===== src/rtl/multicycle_control_fsm.sv =====
// rtl/multicycle_control_fsm.sv - Moore control sequencer for the multicycle RV32I core
module multicycle_control_fsm #(
    parameter bit ENABLE_JUMPS    = 1'b1,
    parameter bit TRAP_ON_ILLEGAL = 1'b1
) (
    input  logic       clk,
    input  logic       reset,
    input  logic [6:0] instruction_opcode,
    input  logic       memory_ready,
    output logic       pc_write,
    output logic       pc_write_cond,
    output logic [1:0] pc_source,
    output logic       lorD,
    output logic       memory_read,
    output logic       memory_write,
    output logic       ir_write,
    output logic [1:0] memory_to_reg,
    output logic       reg_write,
    output logic [1:0] alu_src_a,
    output logic [1:0] alu_src_b,
    output logic [1:0] aluop,
    output logic       illegal_instruction,
    output logic [3:0] state
);

    typedef enum logic [3:0] {
        S_FETCH     = 4'd0,
        S_DECODE    = 4'd1,
        S_MEM_ADDR  = 4'd2,
        S_MEM_READ  = 4'd3,
        S_MEM_WB    = 4'd4,
        S_MEM_WRITE = 4'd5,
        S_EXECUTE   = 4'd6,
        S_ALU_WB    = 4'd7,
        S_BRANCH    = 4'd8,
        S_JAL       = 4'd9,
        S_JALR      = 4'd10,
        S_UPPER     = 4'd11,
        S_TRAP      = 4'd12
    } state_t;

    localparam logic [6:0] OP_LOAD   = 7'b0000011;
    localparam logic [6:0] OP_STORE  = 7'b0100011;
    localparam logic [6:0] OP_RTYPE  = 7'b0110011;
    localparam logic [6:0] OP_ITYPE  = 7'b0010011;
    localparam logic [6:0] OP_BRANCH = 7'b1100011;
    localparam logic [6:0] OP_JAL    = 7'b1101111;
    localparam logic [6:0] OP_JALR   = 7'b1100111;
    localparam logic [6:0] OP_LUI    = 7'b0110111;
    localparam logic [6:0] OP_AUIPC  = 7'b0010111;

    // Where an unrecognised opcode sends the machine: sticky trap or silent NOP.
    localparam state_t ILLEGAL_NEXT = TRAP_ON_ILLEGAL ? S_TRAP : S_FETCH;

    state_t state_q, state_d;

    // Next-state decode; memory waits hold the state until memory_ready.
    always_comb begin
        state_d = S_FETCH;
        case (state_q)
            S_FETCH:     state_d = memory_ready ? S_DECODE : S_FETCH;
            S_DECODE: begin
                case (instruction_opcode)
                    OP_LOAD, OP_STORE:  state_d = S_MEM_ADDR;
                    OP_RTYPE, OP_ITYPE: state_d = S_EXECUTE;
                    OP_BRANCH:          state_d = S_BRANCH;
                    OP_JAL:             state_d = ENABLE_JUMPS ? S_JAL : ILLEGAL_NEXT;
                    OP_JALR:            state_d = ENABLE_JUMPS ? S_JALR : ILLEGAL_NEXT;
                    OP_LUI, OP_AUIPC:   state_d = ENABLE_JUMPS ? S_UPPER : ILLEGAL_NEXT;
                    default:            state_d = ILLEGAL_NEXT;
                endcase
            end
            // Opcode bit 5 separates store (1) from load (0).
            S_MEM_ADDR:  state_d = instruction_opcode[5] ? S_MEM_WRITE : S_MEM_READ;
            S_MEM_READ:  state_d = memory_ready ? S_MEM_WB : S_MEM_READ;
            S_MEM_WB:    state_d = S_FETCH;
            S_MEM_WRITE: state_d = memory_ready ? S_FETCH : S_MEM_WRITE;
            S_EXECUTE:   state_d = S_ALU_WB;
            S_ALU_WB:    state_d = S_FETCH;
            S_BRANCH:    state_d = S_FETCH;
            S_JAL:       state_d = S_FETCH;
            S_JALR:      state_d = S_FETCH;
            S_UPPER:     state_d = S_ALU_WB;
            S_TRAP:      state_d = S_TRAP;
            default:     state_d = S_FETCH;
        endcase
    end

    // State register; reset aborts any instruction in flight.
    always_ff @(posedge clk) begin
        if (reset) begin
            state_q <= S_FETCH;
        end else begin
            state_q <= state_d;
        end
    end

    // Moore output decode; reset forces every output low regardless of state.
    always_comb begin
        pc_write            = 1'b0;
        pc_write_cond       = 1'b0;
        pc_source           = 2'b00;
        lorD                = 1'b0;
        memory_read         = 1'b0;
        memory_write        = 1'b0;
        ir_write            = 1'b0;
        memory_to_reg       = 2'b00;
        reg_write           = 1'b0;
        alu_src_a           = 2'b00;
        alu_src_b           = 2'b00;
        aluop               = 2'b00;
        illegal_instruction = 1'b0;
        state               = 4'd0;
        if (!reset) begin
            state = state_q;
            case (state_q)
                S_FETCH: begin
                    memory_read = 1'b1;
                    alu_src_b   = 2'b01;
                    ir_write    = memory_ready;
                    pc_write    = memory_ready;
                end
                S_DECODE: begin
                    alu_src_a = 2'b10;
                    alu_src_b = 2'b10;
                end
                S_MEM_ADDR: begin
                    alu_src_a = 2'b01;
                    alu_src_b = 2'b10;
                end
                S_MEM_READ: begin
                    memory_read = 1'b1;
                    lorD        = 1'b1;
                end
                S_MEM_WB: begin
                    reg_write     = 1'b1;
                    memory_to_reg = 2'b01;
                end
                S_MEM_WRITE: begin
                    memory_write = 1'b1;
                    lorD         = 1'b1;
                end
                S_EXECUTE: begin
                    alu_src_a = 2'b01;
                    alu_src_b = instruction_opcode[5] ? 2'b00 : 2'b10;
                    aluop     = instruction_opcode[5] ? 2'b10 : 2'b11;
                end
                S_ALU_WB: begin
                    reg_write = 1'b1;
                end
                S_BRANCH: begin
                    alu_src_a     = 2'b01;
                    aluop         = 2'b01;
                    pc_write_cond = 1'b1;
                    pc_source     = 2'b01;
                end
                S_JAL: begin
                    pc_write      = 1'b1;
                    pc_source     = 2'b01;
                    reg_write     = 1'b1;
                    memory_to_reg = 2'b10;
                end
                S_JALR: begin
                    alu_src_a     = 2'b01;
                    alu_src_b     = 2'b10;
                    pc_write      = 1'b1;
                    reg_write     = 1'b1;
                    memory_to_reg = 2'b10;
                end
                S_UPPER: begin
                    // LUI adds to zero, AUIPC adds to the old PC.
                    alu_src_a = instruction_opcode[5] ? 2'b11 : 2'b10;
                    alu_src_b = 2'b10;
                end
                S_TRAP: begin
                    illegal_instruction = 1'b1;
                end
                default: begin
                    state = state_q;
                end
            endcase
        end
    end

endmodule


===== config.mk =====
export PLATFORM = sky130hd
export DESIGN_NAME = multicycle_control_fsm
export DESIGN_NICKNAME = d
export VERILOG_FILES = /design/src/rtl/multicycle_control_fsm.sv
export SDC_FILE = /design/constraint.sdc
export NUM_CORES = 1
export LEC_CHECK = 0
export CAP_MARGIN = 20
export CORE_MARGIN = 1
export CORE_UTILIZATION = 43
export DETAILED_ROUTE_END_ITERATION = 10
export PLACE_DENSITY = 0.85
export SYNTH_ARGS = -nofsm -noshare
export SYNTH_HDL_FRONTEND = slang
export SYNTH_SLANG_ARGS = --single-unit

===== constraint.sdc =====
create_clock -name clk -period 5.6 [get_ports clk]
set_clock_uncertainty 0.15 [all_clocks]
set_input_delay 1.12 -clock clk [delete_from_list [all_inputs] [get_ports clk]]
set_output_delay 1.12 -clock clk [all_outputs]
set_load 0.02 [all_outputs]

# == Word-level counts from Yosys, hierarchy flattened ==
# Cells that the tools add are included.
# op_classes
n_eq_ne,21
muxes,36
reduce_logical,12
# op_table
op,count
one-hot mux 4 bit (7 select lines),1
one-hot mux 4 bit (6 select lines),1
"== test 7 x 6 -> 1 bit, second input constant",3
"== test 7 bit, second input constant",3
"== test 4 bit, second input constant",5
two-way mux 1 bit,20
"== test 4 x 3 -> 1 bit, second input constant",4
OR reduction 2 bit,8
"== test 7 x 5 -> 1 bit, second input constant",2
one-hot mux 2 bit (3 select lines),2
OR reduction 4 bit,3
two-way mux 2 bit,5
two-way mux 3 bit,3
"== test 4 x 2 -> 1 bit, second input constant",2
one-hot mux 2 bit (2 select lines),2
"== test 7 x 2 -> 1 bit, second input constant",1
"== test 4 x 1 -> 1 bit, second input constant",1
zero test 4 bit,1
two-way mux 4 bit,1
one-hot mux 1 bit (2 select lines),1
# totals
register_bits,4
inputBits,10
out_inout_bits,22

# == Depth between registers and ports, before layout ==
# Gate-level depths: netlist of run 1.
# logic_depth
ltp_word,4
ltp_mapped,6
ltp_nobuf,4

# == Least setup slack after synthesis of run 1 ==
# No wires, ideal clock.
# synth_path
kind,input port to output port
startpoint,input memory_ready
endpoint,output pc_write
t_arrival_ns,2.480
required_ns,4.330
path_slack_ns,1.850
cell_stages,3
path_buffers,0
cell_sequence,nor3b_1 a211oi_1 a2111oi_0
# synth_via
elab_chain_cells,2
# synth_rtl
element,line,text
"start, declared",9,"input logic memory_ready,"
one-hot mux 1 bit (2 select lines),116,case (state_q)
two-way mux 1 bit,114,if (!reset) begin
"end, declared",10,"output logic pc_write,"
# No other way between the ends.

# == Worst setup path in the final report of run 1 ==
# layout_path
startpoint,input reset
endpoint,output ir_write
# layout_via
elab_chain_cells,1
# layout_rtl
element,line,text
"start, declared",7,"input logic reset,"
two-way mux 1 bit,114,
"end, declared",16,"output logic ir_write,"
# No other way between the ends.

==> results.sh, run 1 <==
export IMPL_drt_iter0_markers=10
export IMPL_root_buffer="clkbuf_4"
export IMPL_power_density_mw_per_mm2=155
export IMPL_die_w_um=41.0
export IMPL_path_max_fanout=16
export IMPL_r2r_start="state_q[0]"
export IMPL_relSlewSlack_pct=50.5
export IMPL_top_register="state_q"
export IMPL_antenna_found_initial=0
export IMPL_cpMaxStageDelayCell="clkdlybuf4s50_1"
export IMPL_fin_setup_tns_ps=0
export IMPL_synth_distinct_cells=37
export IMPL_port_buffers=30
export IMPL_fp_dieH_um=41.0
export IMPL_hold_buffers=0
export IMPL_ant_nets=0
export IMPL_min_from="state_q[0]"
export IMPL_critPathArrivalTime_ps=3220
export IMPL_reg2regPathDepth=4
export IMPL_nNetsFinal=138
export IMPL_worstPathRequired_ps=4330
export IMPL_ys_seq_elements=4
export IMPL_viasPerCell=5.83
export IMPL_async_flop_share_pct=0
export IMPL_gp_congestion=0.776
export IMPL_crit_top_cell="clkdlybuf4s50_1"
export IMPL_core_mm2=0.00135
export IMPL_worstSkewPairLatency_ps=240
export IMPL_cts_sinks=4
export IMPL_ios=32
export IMPL_power_switching_uw=57.2
export IMPL_rows=13
export IMPL_area_delta_synth_final_pct=44.8
export IMPL_numCtsBuffers=3
export IMPL_rsz0062_at_grt="false"
export IMPL_p_int_uw=89.7
export IMPL_synth_main_ff_cell="dfxtp_1"
export IMPL_grt_max_degree=23
export IMPL_cts_resized=0
export IMPL_p_comb_share_pct=48.6
export IMPL_ir_drop_mv=0.0930
export IMPL_outcome="completed"
export IMPL_synth_cells=103
export IMPL_path_buf_inv=2
export IMPL_vias=822
export IMPL_endpoint_kind="output port"
export IMPL_timing_final_ws_setup_ps=1110
export IMPL_switching_share_pct=38.9
export IMPL_period_share_pct=80.1
export IMPL_post_place_ws_ps=1130
export IMPL_reg2reg_setup_slack_ps=3400
export IMPL_worstSetupPathType="primary input to output port"
export IMPL_globalRoute_totalOverflow=0
export IMPL_mappedNetlistNets=113
export IMPL_max_freq_mhz=223
export IMPL_track_usage_pct=23.6
export IMPL_setup_viol=0
export IMPL_synth_edf_count=0
export IMPL_grt_pass1_vias=625
export IMPL_p_seq_share_pct=27.2
export IMPL_cap_violations=0
export IMPL_finalCriticalPeriod_ps=4490
export IMPL_largest_reg_flops=4
export IMPL_htreeDepth=1
export IMPL_ys_warn_count=0
export IMPL_final_max_slew_violation_count=0
export IMPL_tightest_slew_ps=741
export IMPL_syn_avg_cell_area_um2=6.34
export IMPL_hold_path_class="flip-flop to flip-flop"
export IMPL_grt_pass1_wl_um=2700
export IMPL_yosysSeqAreaShare_pct=12.3
export IMPL_startpoint_type="primary input"
export IMPL_seq_area_um2=80.1
export IMPL_wl_um=1750
export IMPL_start_util_pct=48.4
export IMPL_final_common_cell="clkdlybuf4s50_1"
export IMPL_crit_family="buffers and inverters"
export IMPL_n_fill_cell=132
export IMPL_first_pass_iters=4
export IMPL_p_leak_nw=0.318
export IMPL_holdPathStages=2
export IMPL_n_antenna_cell=0
export IMPL_cts_buffer_depth=2
export IMPL_drive_gt1_share_pct=6.35
export IMPL_drc=0
export IMPL_regToRegEndpoint="state_q[1]"
export IMPL_cp_slowest_stage_delay_ps=660
export IMPL_dp_hpwl_um=1280
export IMPL_multi_input_area_um2=502
export IMPL_post_cts_buffers=0
export IMPL_mostFrequentLayoutCells="clkdlybuf4s50_1, nor2_1, a21oi_1"
export IMPL_dieArea_mm2=0.00168
export IMPL_min_to="state_q[3]"
export IMPL_crit_chain="clkdlybuf4s50_1 -> or3_1 -> nor3_1 -> and2_1 -> clkdlybuf4s50_1"
export IMPL_wire_per_inst_um=12.4
export IMPL_clk_pin_slew_ps=40
export IMPL_p_clk_share_pct=24.3
export IMPL_fin_util_pct=70.1
export IMPL_syn_area_um2=653
export IMPL_reg_top3="state_q: 4 flops"
export IMPL_hold_viol=0
export IMPL_cts_tree="yes"
## final cells by class
type                       count  share of cell area, %
sequential                     4                   8.47
timing repair buffer          30                   31.7
tap                           15                   1.98
inverter                       6                   2.38
multi-input combinational     83                   53.0
clock buffer                   3                   2.38
## metal layers
layer	part of all wire (%)	global-route usage (%)	vias up
met5	0	0	-
met4	0.46	5.00	0
met3	4.5	3.80	2
met2	47	39.5	25
met1	48	31.3	379
li1	-	-	416
## how the worst max path moves through the flow
stage | start | end | slack, ps | cells past startpoint
floorplan | memory_ready | pc_write | 1850 | 3
CTS | reset | ir_write | 1120 | 5
global route | reset | ir_write | 960 | 5
detailed placement | reset | ir_write | 1130 | 5
finish | reset | ir_write | 1110 | 5
global placement | reset | ir_write | 1190 | 5
## tightest hold or removal path, cell delays in order (launching register included)
cell      delay (ps)
dfxtp_1          490
nand3_1          150
a211oi_1          60
## synth_stat cells, drive strengths merged, types with 2 or more instances
| cell | n | area [um^2] |
|---|---|---|
| nand3 | 2 | 10.0 |
| nor3 | 6 | 30.0 |
| buf | 4 | 26.3 |
| nor4 | 3 | 18.8 |
| inv | 6 | 22.5 |
| nor3b | 2 | 15.0 |
| nor2 | 12 | 45.0 |
| clkbuf | 6 | 22.5 |
| a21oi | 12 | 63.8 |
| o21ai | 5 | 25.0 |
| a211o | 2 | 17.5 |
| nand2 | 5 | 18.8 |
| nor4b | 2 | 17.5 |
| xor2 | 2 | 17.5 |
| dfxtp | 4 | 80.1 |
| a211oi | 5 | 37.5 |
| nand2b | 7 | 43.8 |
| or3 | 2 | 12.5 |
## kinds of logic (layout without fill, tap and decap cells)
kind of cell	after synthesis	in the layout	share of synthesized area, %
compound gates	30	30	29.1
xor+xnor	3	3	4.02
buf+inv	16	39	10.9
flops	4	4	12.3
mux	1	1	1.72
other cells	1	1	0.574
simple gates	48	48	41.4
## power groups by stage
stage	Clock, mW	Sequential, mW	Combinational [mW]
2_1_floorplan	0	0.0323	0.0516
6_report	0.0356	0.0399	0.0714
3_5_place_dp	0	0.0400	0.0710
3_3_place_gp	0	0.0400	0.0700
5_1_grt	0.0379	0.0407	0.0780
4_1_cts	0.0365	0.0397	0.0714
## through the flow
step,hold WS (ps),instances,total power [mW],area (um^2)
floorplan,381,103,0.0839,653
global placement,587,138,0.110,923
detailed placement,583,138,0.111,923
CTS,594,141,0.148,946
global route,633,141,0.157,946
finish,598,141,0.147,946
Note: power is estimated with default switching activity, not from simulation.
==> run 2: changes to the inputs <==
Settings changed: CORE_UTILIZATION 43 to 39, PLACE_DENSITY 0.85 to 0.78.
Clock period 5.6 ns to 4.3 ns, I/O delays scaled along.
==> results.sh, run 2 (same netlist as run 1, synthesis figures left out) <==
export IMPL_outcome="completed"
export IMPL_post_cts_buffers=0
export IMPL_crit_chain="clkdlybuf4s50_1 -> nor3b_1 -> a211oi_1 -> a2111oi_0 -> clkdlybuf4s50_1"
export IMPL_top_register="state_q"
export IMPL_viasPerCell=5.81
export IMPL_track_usage_pct=21.4
export IMPL_cts_tree="yes"
export IMPL_fp_dieH_um=42.9
export IMPL_first_pass_iters=4
export IMPL_reg_top3="state_q: 4 flops"
export IMPL_critPathArrivalTime_ps=2840
export IMPL_gp_congestion=0.792
export IMPL_ios=32
export IMPL_antenna_found_initial=0
export IMPL_path_buf_inv=2
export IMPL_cts_resized=0
export IMPL_rows=14
export IMPL_reg2reg_setup_slack_ps=2020
export IMPL_worstSkewPairLatency_ps=240
export IMPL_clk_pin_slew_ps=40
export IMPL_relSlewSlack_pct=50.6
export IMPL_ir_drop_mv=0.104
export IMPL_tightest_slew_ps=740
export IMPL_root_buffer="clkbuf_4"
export IMPL_endpoint_kind="output port"
export IMPL_hold_worst_slack_ps=612
export IMPL_startpoint_type="primary input"
export IMPL_grt_max_degree=23
export IMPL_path_max_fanout=7
export IMPL_area_delta_synth_final_pct=46.2
export IMPL_total_power_uw=194
export IMPL_finalCriticalPeriod_ps=3850
export IMPL_wire_per_inst_um=13.0
export IMPL_p_seq_share_pct=27.1
export IMPL_n_antenna_cell=0
export IMPL_period_share_pct=89.5
export IMPL_crit_top_cell="clkdlybuf4s50_1"
export IMPL_numCtsBuffers=3
export IMPL_setup_viol=0
export IMPL_globalRoute_totalOverflow=0
export IMPL_worstSetupPathType="primary input to output port"
export IMPL_core_mm2=0.00154
export IMPL_max_freq_mhz=260
export IMPL_hold_path_class="flip-flop to flip-flop"
export IMPL_p_comb_share_pct=48.3
export IMPL_final_common_cell="clkdlybuf4s50_1"
export IMPL_cpMaxStageDelayCell="clkdlybuf4s50_1"
export IMPL_power_density_mw_per_mm2=204
export IMPL_drive_gt1_share_pct=7.09
export IMPL_largest_reg_flops=4
export IMPL_fin_setup_tns_ps=0
export IMPL_p_leak_nw=0.323
export IMPL_final_area_um2=955
export IMPL_cts_buffer_depth=2
export IMPL_hold_buffers=0
export IMPL_vias=831
export IMPL_cp_slowest_stage_delay_ps=680
export IMPL_place_area_um2=932
export IMPL_die_w_um=42.9
export IMPL_worstPathRequired_ps=3290
export IMPL_nNetsFinal=139
export IMPL_final_max_slew_violation_count=0
export IMPL_port_buffers=30
export IMPL_p_int_uw=118
export IMPL_p_clk_share_pct=24.6
export IMPL_switching_share_pct=39.5
export IMPL_wl_um=1860
export IMPL_start_util_pct=42.4
export IMPL_ant_nets=0
export IMPL_mostFrequentLayoutCells="clkdlybuf4s50_1, nor2_1, a21oi_1"
export IMPL_htreeDepth=1
export IMPL_rsz0062_at_grt="false"
export IMPL_crit_family="buffers and inverters"
export IMPL_drt_iter0_markers=14
export IMPL_dieArea_mm2=0.00184
export IMPL_grt_pass1_vias=696
export IMPL_hold_viol=0
export IMPL_cts_sinks=4
export IMPL_cap_violations=0
export IMPL_drc=0
export IMPL_dp_hpwl_um=1340
export IMPL_grt_pass1_wl_um=3070
export IMPL_power_switching_uw=76.8
-- run 2: cell count changes in the layout (fill, tap and decap cells not counted), sizes merged --
cell and delta:
buf +1
-- run 2: power by group through the flow --
stage	combinational, mW	sequential (mW)	clock [mW]
after floorplan	0.0671	0.0421	0
after global placement	0.0922	0.0524	0
after detailed placement	0.0935	0.0527	0
after CTS	0.0938	0.0520	0.0502
after global routing	0.102	0.0539	0.0527
final	0.0938	0.0527	0.0478
-- run 2: layer usage --
metal  track usage, %  routed length, um
met1             26.6                825
met2             37.3                947
met3             2.55                 67
met4             7.50                 19
met5                0                  0
-- run 2: worst paths after layout --
kind / start / to / cells past startpoint
max: memory_ready / pc_write / 5
min: state_q[2] / state_q[3] / 2
max reg2reg: state_q[0] / state_q[1] / 4
min reg2reg: state_q[2] / state_q[3] / 2
-- run 2: layout make-up --
class	instances	area [um^2]
timing repair buffer	31	308
clock buffer	3	22.5
inverter	6	22.5
tap	16	20.0
multi-input combinational	83	502
sequential	4	80.1
fill	156	587
-- run 2: worst reg2reg max path: stages, from the launching register on --
cell,delay (ps)
dfxtp_1,740
or4b_4,570
or3_1,360
a211o_1,250
a21oi_2,130
-- run 2: through the flow --
stage	util [%]	setup slack, ps	cells
2_1_floorplan	-	1070	103
3_3_place_gp	60.5	551	140
3_5_place_dp	60.5	457	140
4_1_cts	61.9	445	143
5_1_grt	61.9	248	143
6_report	61.9	450	143
==> run 3: changes to the inputs <==
Settings changed: PLACE_DENSITY 0.78 to 0.9.
==> results.sh, run 3 (same netlist as run 1, synthesis figures left out) <==
export IMPL_period_share_pct=88.8
export IMPL_cap_violations=0
export IMPL_p_clk_share_pct=25.5
export IMPL_port_buffers=30
export IMPL_cpMaxStageDelayCell="clkdlybuf4s50_1"
export IMPL_grt_busiest_layer="met2"
export IMPL_ios=32
export IMPL_drt_iter0_markers=10
export IMPL_core_mm2=0.00154
export IMPL_min_from="state_q[2]"
export IMPL_cts_buffer_depth=2
export IMPL_rsz0062_at_grt="false"
export IMPL_root_buffer="clkbuf_4"
export IMPL_max_freq_mhz=262
export IMPL_path_max_fanout=7
export IMPL_regToRegEndpoint="state_q[1]"
export IMPL_final_max_slew_violation_count=0
export IMPL_use_met2_pct=35.2
export IMPL_critPathArrivalTime_ps=2810
export IMPL_worstPathRequired_ps=3290
export IMPL_reg_top3="state_q: 4 flops"
export IMPL_die_w_um=42.9
export IMPL_drc=0
export IMPL_globalRoute_totalOverflow=0
export IMPL_final_common_cell="clkdlybuf4s50_1"
export IMPL_first_pass_iters=4
export IMPL_cts_sinks=4
export IMPL_tightest_slew_ps=728
export IMPL_min_to="state_q[3]"
export IMPL_wl_um=1780
export IMPL_grtUsageMet1_pct=25.3
export IMPL_p_seq_share_pct=26.8
export IMPL_hold_path_class="flip-flop to flip-flop"
export IMPL_reg2regPathDepth=4
export IMPL_timing_final_ws_setup_ps=483
export IMPL_grt_pass1_vias=698
export IMPL_relSlewSlack_pct=51.4
export IMPL_hold_buffers=0
export IMPL_viasPerCell=5.91
export IMPL_switching_share_pct=39.7
export IMPL_worstSkewPairLatency_ps=250
export IMPL_holdPathStages=2
export IMPL_area_delta_synth_final_pct=46.2
export IMPL_rows=14
export IMPL_r2r_start="state_q[0]"
export IMPL_antenna_found_initial=0
export IMPL_htreeDepth=1
export IMPL_p_comb_share_pct=47.8
export IMPL_top_register="state_q"
export IMPL_dp_hpwl_um=1280
export IMPL_p_int_uw=118
export IMPL_cp_slowest_stage_delay_ps=670
export IMPL_fp_dieH_um=42.9
export IMPL_hold_viol=0
export IMPL_power_switching_uw=77.4
export IMPL_startpoint_type="primary input"
export IMPL_drive_gt1_share_pct=7.09
export IMPL_nNetsFinal=139
export IMPL_vias=845
export IMPL_crit_chain="clkdlybuf4s50_1 -> nor3b_1 -> a211oi_1 -> a2111oi_0 -> clkdlybuf4s50_1"
export IMPL_start_util_pct=42.4
export IMPL_post_place_ws_ps=496
export IMPL_p_leak_nw=0.323
export IMPL_track_usage_pct=21.1
export IMPL_cts_tree="yes"
export IMPL_gp_congestion=0.782
export IMPL_fin_setup_tns_ps=0
export IMPL_grt_pass1_wl_um=2990
export IMPL_worstSetupPathType="primary input to output port"
export IMPL_finalCriticalPeriod_ps=3820
export IMPL_outcome="completed"
export IMPL_ant_nets=0
export IMPL_cts_resized=0
export IMPL_grt_max_degree=23
export IMPL_reg2reg_setup_slack_ps=2050
export IMPL_numCtsBuffers=3
export IMPL_mostFrequentLayoutCells="clkdlybuf4s50_1, nor2_1, a21oi_1"
export IMPL_crit_top_cell="clkdlybuf4s50_1"
export IMPL_post_cts_buffers=0
export IMPL_dieArea_mm2=0.00184
export IMPL_endpoint_kind="output port"
export IMPL_wire_per_inst_um=12.5
export IMPL_power_density_mw_per_mm2=204
export IMPL_clk_pin_slew_ps=40
export IMPL_ir_drop_mv=0.103
export IMPL_n_antenna_cell=0
export IMPL_largest_reg_flops=4
export IMPL_setup_viol=0
export IMPL_met3_usage_pct=3.83
run 3: cell counts in the layout (fill, tap and decap cells not counted):
No cell type changed its count.
run 3: critical path: cells and delay by family:
| family | cells | cell delay, ps |
|---|---|---|
| AO/OA/AOI/OAI | 2 | 460 |
| buffers and inverters | 2 | 1260 |
| AND/OR/NAND/NOR | 1 | 230 |
run 3: layer usage:
metal	share of wire (%)	vias up
met2	46	46
li1	-	420
met3	6.5	5
met5	0	-
met1	45	374
met4	2.4	0
run 3: power groups by stage:
stage	registers, mW	logic [mW]	clock network (mW)
final	0.0522	0.0932	0.0496
after floorplan	0.0421	0.0671	0
after CTS	0.0517	0.0933	0.0493
after global placement	0.0521	0.0915	0
after global routing	0.0535	0.102	0.0521
after detailed placement	0.0523	0.0929	0
run 3: final cells by class:
| type | instances | area [um^2] |
|---|---|---|
| flip-flops and latches | 4 | 80.1 |
| fillers | 152 | 587 |
| inverters | 6 | 22.5 |
| clock buffers | 3 | 22.5 |
| well taps | 16 | 20.0 |
| repair buffers | 31 | 308 |
| multi-input cells | 83 | 502 |
run 3: worst max-delay path by stage:
stage	depth (start not counted)	endpoint	from	slack (ps)
after floorplan	3	pc_write	memory_ready	1070
after global placement	5	pc_write	memory_ready	550
after detailed placement	5	pc_write	memory_ready	500
after CTS	5	pc_write	memory_ready	480
after global routing	5	pc_write	memory_ready	270
final	5	pc_write	memory_ready	480
run 3: metrics by stage:
step           cell area [um^2]  utilization [%]  std cells  hold slack (ps)  power [mW]
2_1_floorplan               653                -        103              381       0.109
6_report                    955             61.9        143              621       0.195
5_1_grt                     955             61.9        143              669       0.207
3_3_place_gp                932             60.5        140              585       0.144
3_5_place_dp                932             60.5        140              591       0.145
4_1_cts                     955             61.9        143              607       0.194
